`config.mk`:
```
export PLATFORM = sky130hd
export DESIGN_NAME = reg_shift_reader_flat
export DESIGN_NICKNAME = d
export VERILOG_FILES = /design/src/rtl/reg_shift_reader_pkg.sv /design/src/rtl/reg_shift_reader_if.sv /design/src/rtl/reg_shift_reader_bit_counter.sv /design/src/rtl/reg_shift_reader.sv /design/src/flat_wrapper.sv
export SDC_FILE = /design/constraint.sdc
export NUM_CORES = 1
export LEC_CHECK = 0
export CORE_ASPECT_RATIO = 1.2
export CORE_MARGIN = 4
export CORE_UTILIZATION = 40
export CTS_BUF_LIST = sky130_fd_sc_hd__clkbuf_8
export DETAILED_ROUTE_END_ITERATION = 6
export SLEW_MARGIN = 20
export SYNTH_ARGS = -nofsm -noshare
export SYNTH_HDL_FRONTEND = slang
export SYNTH_SLANG_ARGS = --single-unit
```
`constraint.sdc`:
```
create_clock -name i_clk -period 2.25 [get_ports i_clk]
set_input_delay 0.45 -clock i_clk [delete_from_list [all_inputs] [get_ports i_clk]]
set_output_delay 0.45 -clock i_clk [all_outputs]
set_load 0.03 [all_outputs]
```
`src/rtl/reg_shift_reader_pkg.sv`:
```
// Shared definitions for the parallel-in / serial-out register reader:
// FSM state encoding and the counter width derivation.
package reg_shift_reader_pkg;

  localparam logic [1:0] S_IDLE  = 2'd0;
  localparam logic [1:0] S_SHIFT = 2'd1;
  localparam logic [1:0] S_DONE  = 2'd2;

  typedef enum logic [1:0] {
    ST_IDLE  = S_IDLE,
    ST_SHIFT = S_SHIFT,
    ST_DONE  = S_DONE
  } state_t;

  // Bit-count width; a one-bit word still needs a one-bit counter.
  function automatic int cnt_width(input int width);
    return (width > 32'sd1) ? $clog2(width) : 32'sd1;
  endfunction

endpackage

```
`src/rtl/reg_shift_reader_if.sv`:
```
// Start/capture request plus serial valid/ready stream of the register reader.
interface reg_shift_reader_if
  import reg_shift_reader_pkg::*;
#(
  parameter int WIDTH = 32,
  parameter int CNT_W = cnt_width(WIDTH)
);

  logic             i_start;
  logic [WIDTH-1:0] i_d;
  logic             i_ready;
  logic             o_valid;
  logic             o_bit;
  logic             o_last;
  logic             o_busy;
  logic             o_done;
  logic [CNT_W-1:0] o_count;

  modport slave (
    input  i_start, i_d, i_ready,
    output o_valid, o_bit, o_last, o_busy, o_done, o_count
  );

  modport master (
    output i_start, i_d, i_ready,
    input  o_valid, o_bit, o_last, o_busy, o_done, o_count
  );

endinterface

```
`src/rtl/reg_shift_reader_bit_counter.sv`:
```
// Accepted-bit counter: clears on capture, wraps to zero on the terminal bit.
module bit_counter #(
  parameter int CNT_W = 1
) (
  input  logic             clk,
  input  logic             arstn,
  input  logic             srstn,
  input  logic             clear,
  input  logic             incr,
  input  logic [CNT_W-1:0] terminal,
  output logic [CNT_W-1:0] count,
  output logic             at_term
);

  localparam logic [CNT_W-1:0] ONE = CNT_W'(1'b1);

  logic [CNT_W-1:0] count_r;

  // Count register with async and sync reset.
  always_ff @(posedge clk or negedge arstn) begin
    if (!arstn) begin
      count_r <= '0;
    end else if (!srstn) begin
      count_r <= '0;
    end else if (clear) begin
      count_r <= '0;
    end else if (incr) begin
      count_r <= at_term ? '0 : (count_r + ONE);
    end else begin
      count_r <= count_r;
    end
  end

  assign count   = count_r;
  assign at_term = (count_r == terminal);

endmodule

```
`src/rtl/reg_shift_reader.sv`:
```
// Parallel-in, serial-out register reader with valid/ready output stream
// and a one-cycle done pulse after the final accepted bit.
module reg_shift_reader
  import reg_shift_reader_pkg::*;
#(
  parameter int WIDTH     = 32,
  parameter int MSB_FIRST = 1
) (
  input  logic               i_clk,
  input  logic               i_arstn,
  input  logic               i_srstn,
  reg_shift_reader_if.slave  bus
);

  localparam int               CNT_W = cnt_width(WIDTH);
  localparam logic [CNT_W-1:0] TERM  = CNT_W'(WIDTH - 1);

  state_t           state_r;
  state_t           state_nx;
  logic [WIDTH-1:0] shreg_r;
  logic             capture_s;
  logic             xfer_s;
  logic             at_term_s;
  logic             out_bit_s;
  logic [CNT_W-1:0] count_s;

  // Next-state and transfer decode.
  always_comb begin
    state_nx  = state_r;
    capture_s = 1'b0;
    xfer_s    = 1'b0;
    case (state_r)
      ST_IDLE: begin
        if (bus.i_start) begin
          capture_s = 1'b1;
          state_nx  = ST_SHIFT;
        end else begin
          state_nx  = ST_IDLE;
        end
      end
      ST_SHIFT: begin
        if (bus.i_ready) begin
          xfer_s   = 1'b1;
          state_nx = at_term_s ? ST_DONE : ST_SHIFT;
        end else begin
          state_nx = ST_SHIFT;
        end
      end
      ST_DONE: begin
        state_nx = ST_IDLE;
      end
      default: begin
        state_nx = ST_IDLE;
      end
    endcase
  end

  // State register.
  always_ff @(posedge i_clk or negedge i_arstn) begin
    if (!i_arstn) begin
      state_r <= ST_IDLE;
    end else if (!i_srstn) begin
      state_r <= ST_IDLE;
    end else begin
      state_r <= state_nx;
    end
  end

  // Shift register moves towards the output end, zero-filled.
  always_ff @(posedge i_clk or negedge i_arstn) begin
    if (!i_arstn) begin
      shreg_r <= '0;
    end else if (!i_srstn) begin
      shreg_r <= '0;
    end else if (capture_s) begin
      shreg_r <= bus.i_d;
    end else if (xfer_s) begin
      shreg_r <= (MSB_FIRST != 0) ? (shreg_r << 1'b1) : (shreg_r >> 1'b1);
    end else begin
      shreg_r <= shreg_r;
    end
  end

  bit_counter #(
    .CNT_W (CNT_W)
  ) u_bit_counter (
    .clk      (i_clk),
    .arstn    (i_arstn),
    .srstn    (i_srstn),
    .clear    (capture_s),
    .incr     (xfer_s),
    .terminal (TERM),
    .count    (count_s),
    .at_term  (at_term_s)
  );

  assign out_bit_s   = (MSB_FIRST != 0) ? shreg_r[WIDTH-1] : shreg_r[0];

  assign bus.o_valid = (state_r == ST_SHIFT);
  assign bus.o_bit   = (state_r == ST_SHIFT) & out_bit_s;
  assign bus.o_last  = (state_r == ST_SHIFT) & at_term_s;
  assign bus.o_busy  = (state_r != ST_IDLE);
  assign bus.o_done  = (state_r == ST_DONE);
  assign bus.o_count = count_s;

endmodule

```
`src/flat_wrapper.sv`:
```
// flat-port wrapper written by rule: the top's interface ports become plain ports
module reg_shift_reader_flat import reg_shift_reader_pkg::*;
#(
  parameter int WIDTH     = 32,
  parameter int MSB_FIRST = 1
)
  (i_clk, i_arstn, i_srstn, bus_i_start, bus_i_d, bus_i_ready, bus_o_valid, bus_o_bit, bus_o_last, bus_o_busy, bus_o_done, bus_o_count);
  reg_shift_reader_if #(.WIDTH(WIDTH)) bus_i ();
  input  logic i_clk;
  input  logic i_arstn;
  input  logic i_srstn;
  input wire logic [$bits(bus_i.i_start)-1:0] bus_i_start;
  input wire logic [$bits(bus_i.i_d)-1:0] bus_i_d;
  input wire logic [$bits(bus_i.i_ready)-1:0] bus_i_ready;
  output wire logic [$bits(bus_i.o_valid)-1:0] bus_o_valid;
  output wire logic [$bits(bus_i.o_bit)-1:0] bus_o_bit;
  output wire logic [$bits(bus_i.o_last)-1:0] bus_o_last;
  output wire logic [$bits(bus_i.o_busy)-1:0] bus_o_busy;
  output wire logic [$bits(bus_i.o_done)-1:0] bus_o_done;
  output wire logic [$bits(bus_i.o_count)-1:0] bus_o_count;
  assign bus_i.i_start = bus_i_start;
  assign bus_i.i_d = bus_i_d;
  assign bus_i.i_ready = bus_i_ready;
  assign bus_o_valid = bus_i.o_valid;
  assign bus_o_bit = bus_i.o_bit;
  assign bus_o_last = bus_i.o_last;
  assign bus_o_busy = bus_i.o_busy;
  assign bus_o_done = bus_i.o_done;
  assign bus_o_count = bus_i.o_count;
  reg_shift_reader #(.WIDTH(WIDTH), .MSB_FIRST(MSB_FIRST)) u_core (.i_clk(i_clk), .i_arstn(i_arstn), .i_srstn(i_srstn), .bus(bus_i));
endmodule
```
==> results of run 1 <==
## worst paths after layout
path	startpoint	to	cells after the start
max	u_core.state_r[1]	bus_o_busy	3
min	i_arstn	u_core.shreg_r[6]	1
max reg2reg	u_core.u_bit_counter.count[0]	u_core.u_bit_counter.count[2]	5
min reg2reg	u_core.shreg_r[13]	u_core.shreg_r[13]	1
max in group asynchronous	i_arstn	u_core.shreg_r[14]	2
min in group i_clk	u_core.shreg_r[13]	u_core.shreg_r[13]	1
## synth_stat cells (all sizes together)
cell type | count | area (um^2)
nor2b | 2 | 12.51
and2b | 1 | 7.510
nor3b | 1 | 12.51
a22o | 3 | 26.28
o21ai | 2 | 21.27
xnor2 | 1 | 8.760
nand3 | 1 | 5.000
mux2 | 31 | 461.7
nand4b | 2 | 17.52
nor4bb | 1 | 10.01
and3 | 3 | 18.77
a21oi | 1 | 5.000
mux2i | 32 | 324.1
o21a | 1 | 7.510
a21o | 1 | 7.510
or4 | 1 | 7.510
ha | 2 | 25.02
buf | 10 | 118.9
or2 | 1 | 6.260
nor2 | 2 | 7.510
dfrtp | 39 | 975.9
nor3 | 1 | 5.000
clkbuf | 6 | 22.52
o211ai | 1 | 7.510
and2 | 2 | 12.51
nand2 | 65 | 244.0
a21boi | 1 | 7.510
## per-layer routing
metal	up-vias	part of all wire, %	routed length (um)	track usage, %
met1	780	48	2220	17.68
li1	819	-	-	-
met3	6	5.1	232	3.502
met5	-	0	0	0
met2	43	45	2073	19.55
met4	0	1.3	61	3.936
## worst reg2reg max path: cells and delay by family, from the launching register on
| kind | cells | cell delay [ps] |
|---|---|---|
| AO/OA/AOI/OAI | 1 | 110 |
| adder cells (fa/ha/maj) | 2 | 460 |
| AND/OR/NAND/NOR | 2 | 710 |
| flip-flops | 1 | 430 |
## power by group through the flow
stage / clock (mW) / sequential (mW) / combinational, mW
final: 0.520 / 0.789 / 0.374
after global routing: 0.568 / 0.796 / 0.405
after floorplan: 0 / 0.797 / 0.255
after global placement: 0 / 0.801 / 0.375
after CTS: 0.538 / 0.789 / 0.381
after detailed placement: 0 / 0.801 / 0.379
## layout make-up
class / instances / area, um^2
well taps: 80 / 100.1
clock inverters: 1 / 7.507
repair buffers: 56 / 571.8
fillers: 544 / 2676
clock buffers: 7 / 96.34
flip-flops and latches: 39 / 975.9
multi-input cells: 159 / 1277
## flip-flops by register name (all words and copies together) (netlist names)
name / count
u_core.shreg_r: 32
u_core.u_bit_counter.count: 5
u_core.state_r: 2
## logic make-up (layout without fill, tap and decap cells)
family / after synthesis / in the layout / share of synthesized area (%)
and+or+nand+nor: 83 / 83 / 15.36
adders and majority gates: 2 / 2 / 1.049
DFF: 39 / 39 / 40.90
AOI/OAI and AO/OA: 10 / 10 / 3.461
xor gates and xnor gates: 1 / 1 / 0.3671
buffers and inverters: 16 / 64 / 5.925
muxes: 63 / 63 / 32.93
## timing repair
action / 4_1_cts / 5_1_grt
resized for setup: 1 / 1
endpoints found under the setup margin: 1 / 1
pin swaps: 0 / 0
==> metrics, run 1 <==
outcome=finished clean; Die Ht=92.61 um; Gate power share=22.2%; die area=0.007270 mm^2; ANT cells=0; Critical Path Start Type=flop; cells after synthesis=around 210; total CTS buffers=5; Post-CTS Setup Inserts=0; Sw Share=25.39%; setup violation total in the final timing report=0; critical path buffer and inverter count=2; sequential power share=between 40% and 50%; initial antenna violation count=0; Vias=1648; DRT Pass-1 Iters=4; Seq/Total Area, Yosys=40.90%; port buffer count=46; CTS tree=built; slowest stage cell on the critical path=clkdlybuf4s50_1; final slew viol count=0; pre-CTS setup slack=199.1 ps; Final ANT Viol Nets=0; Clock Path Buffers=2; Top Ports=47; final clock skew=7.382 ps; area of the mapped netlist=roughly 0.0024 mm^2; P_sw=between 0.4 and 0.5 mW; period utilization=between 90% and 100%; Mapped Nets=253; critical path arrival=1730 ps; RSZ-0062 raised after global routing=false; Peak VDD IR=0.3081 mV; Overall Global Routing Usage=approximately 13%; max incr delay on CP=600 ps; DP HPWL=between 3 and 4 mm; Initial Utilization=between 40% and 50%; vias per cell=between 4 and 5; FF+latch count, synth=39; core area=0.005705 mm^2; nets=300; Post-Route WL=around 4.6 mm; pwr/cell area=about 560 mW/mm^2; WP data required=1800 ps; CTS Hold Bufs=0; Cell Area, Placed=0.002924 mm^2; fin crit period=~2200 ps; average wire per cell in the routed design=13.41 um; post-route setup slack=69.76 ps; Power Total=about 1.7 mW; DR iter-0 viols=between 90 and 100; largest net degree at the start of global routing=44; Pleak=between 1 and 1.5 nW; most frequent cells in the layout=nand2_1, clkdlybuf4s50_1, dfrtp_1; Int Power=~1.3 mW; Slew headroom=between 70% and 80%; placed cells=334; Rows=30; Placer Congestion=approximately 0.75; Clock transition at path regs=80 ps; fin util=53.09%; final hold violation count=0; setup TNS=0 ps; share of layout cells above drive strength 1=21.76%; Worst Path Class, Setup=flop to primary output; Cell Chain, Critical Path=buf_4, or2_2, clkdlybuf4s50_1; critical path capture point type=primary output; average cell area after synthesis=11.15 um^2; residual DRC count=0; clock root buffer=clkbuf_8; grt total ovfl=0; max cap viols=0; chip width=78.51 um; Clk pwr share=a little under a third; area grow syn2layout=26.95%; clock sinks=39; worst skew pair latency=290 ps; CTS H-tree depth=2; Syn. warnings=0; vias in the first global route=1631; worst-path fanout max=9; Hold WC Path Type=input pin to async pin; fmax=458.7 MHz; most common cell after layout, fill and taps aside=nand2_1; Slew @ Worst Pin=about 310 ps; Largest delay share family, worst path=buffers and inverters; Reg2Reg Setup Slack=~460 ps; Distinct cells, synth=33; final non-filler cell total=342; Hold Slack=44.94 ps; global-route wire length before repair=approximately 7.5 mm; final instance area=0.003029 mm^2
Note: power is estimated with default switching activity, not from simulation.
==> run 2, diff against run 1 <==
--- a/config.mk
+++ b/config.mk
@@ -5,11 +5,14 @@
 export SDC_FILE = /design/constraint.sdc
 export NUM_CORES = 1
 export LEC_CHECK = 0
+export CAP_MARGIN = 0
 export CORE_ASPECT_RATIO = 1.2
 export CORE_MARGIN = 4
 export CORE_UTILIZATION = 40
 export CTS_BUF_LIST = sky130_fd_sc_hd__clkbuf_8
 export DETAILED_ROUTE_END_ITERATION = 6
+export DONT_BUFFER_PORTS = 1
+export SETUP_SLACK_MARGIN = 0.05
 export SLEW_MARGIN = 20
 export SYNTH_ARGS = -nofsm -noshare
 export SYNTH_HDL_FRONTEND = slang
==> metrics, run 2 (same netlist as run 1, synthesis figures left out) <==
Slew @ Worst Pin=~460 ps; grt total ovfl=0; fillcell total=560; core area=0.005705 mm^2; DP HPWL=2.860 mm; footprint of the multi-input gates=0.001275 mm^2; most frequent cells in the layout=nand2_1, dfrtp_1, mux2i_1; fin util=44.61%; Placer Congestion=about 0.7; Clock Path Buffers=2; CTS Hold Bufs=1; pwr/cell area=592.6 mW/mm^2; critical path arrival=roughly 1600 ps; RSZ-0062 raised after global routing=false; Slew headroom=69.31%; residual DRC count=0; pre-CTS setup slack=512.7 ps; DR iter-0 viols=34; critical path buffer and inverter count=0; Die Ht=92.61 um; CTS H-tree depth=2; critical path capture point type=primary output; Post-Route WL=4.334 mm; Peak VDD IR=0.3004 mV; final slew viol count=0; clock sinks=39; slowest stage cell on the critical path=dfrtp_1; area grow syn2layout=6.660%; Cell Chain, Critical Path=ha_1, and3_1, ha_1, and2_1; M3 GR Usage=4.086%; number of gates resized after cts=0; share of layout cells above drive strength 1=between 20% and 30%; Top Usage Layer GRT=met2; largest net degree at the start of global routing=72; Largest delay share family, worst path=simple AND/OR/NAND/NOR gates; Pleak=1.280 nW; WP data required=1800 ps; final clock skew=approximately 11 ps; final instance area=0.002545 mm^2; Post-CTS Setup Inserts=0; port buffer count=0; max incr delay on CP=about 360 ps; Critical Path Start Type=flop; final hold violation count=0; global-route wire length before repair=7.555 mm; Clock transition at path regs=70 ps; Top reg by flops=u_core.shreg_r; Overall Global Routing Usage=a little over an eighth; Cell Area, Placed=about 0.0024 mm^2; chip width=78.51 um; nets=254; max cap viols=0; fmax=487.2 MHz; CTS tree=built; Rows=30; period utilization=91.22%; setup TNS=0 ps; worst skew pair latency=280 ps; Hold WC Path Type=input pin to async pin; clock root buffer=clkbuf_8; M2 GR Usage=between 20% and 30%; initial antenna violation count=0; worst-path fanout max=6; Sequential cell area=just under 0.001 mm^2; final non-filler cell total=a little under 300; fin crit period=2052 ps; average wire per cell in the routed design=~15 um; most common cell after layout, fill and taps aside=nand2_1; max reg flops=32; Initial Utilization=41.82%; met1 usage=16.82%; vias per cell=5.027; DRT Pass-1 Iters=4; setup violation total in the final timing report=0; total CTS buffers=5; Power Total=1.508 mW; outcome=finished clean; ANT cells=0; Hold Slack=6.800 ps; vias in the first global route=1564; post-route setup slack=197.6 ps; Final ANT Viol Nets=0; Top Ports=47; Worst Path Class, Setup=flop to primary output; placed cells=approximately 290; Vias=between 1000 and 1500; die area=0.007270 mm^2; most used cell, CP=ha_1
[run 2: cell count changes in the layout (fill, tap and decap cells not counted), sizes merged]
cell / before / now
inv: 0 / 2
clkbuf: 7 / 5
clkdlybuf4s50: 42 / 0
buf: 13 / 10
dlygate4sd2: 1 / 0
clkinv: 0 / 1
clkinvlp: 1 / 0
[run 2: area by class of cell]
| class | instances | area share, % |
|---|---|---|
| Multi-Input combinational cell | 159 | 50.10 |
| Sequential cell | 39 | 38.35 |
| Clock inverter | 3 | 0.4916 |
| Clock buffer | 5 | 2.704 |
| Timing Repair Buffer | 10 | 4.425 |
| Tap cell | 80 | 3.933 |
[run 2: path summary, 6_finish.rpt]
| kind | cells after the start | endpoint | from | slack [ps] |
|---|---|---|---|---|
| max in group asynchronous | 1 | u_core.shreg_r[21] | i_arstn | 2050 |
| setup / recovery | 4 | bus_o_last | u_core.u_bit_counter.count[0] | 200 |
| hold / removal | 1 | u_core.shreg_r[15] | i_arstn | 7 |
| setup reg to reg | 5 | u_core.u_bit_counter.count[2] | u_core.u_bit_counter.count[0] | 490 |
| hold reg to reg | 1 | u_core.shreg_r[14] | u_core.shreg_r[14] | 510 |
| min in group i_clk | 2 | u_core.shreg_r[0] | bus_i_d[0] | 300 |
[run 2: where the power goes]
part	switching [mW]	internal [mW]	leakage [nW]
Combinational	0.121	0.157	0.704
Clock	0.234	0.209	0.0505
Sequential	0.0316	0.757	0.526
[run 2: layer usage]
layer,vias to the layer above,share of wire [%]
li1,728,-
met1,722,47
met2,33,47
met3,5,5.4
met4,0,1.2
met5,-,0
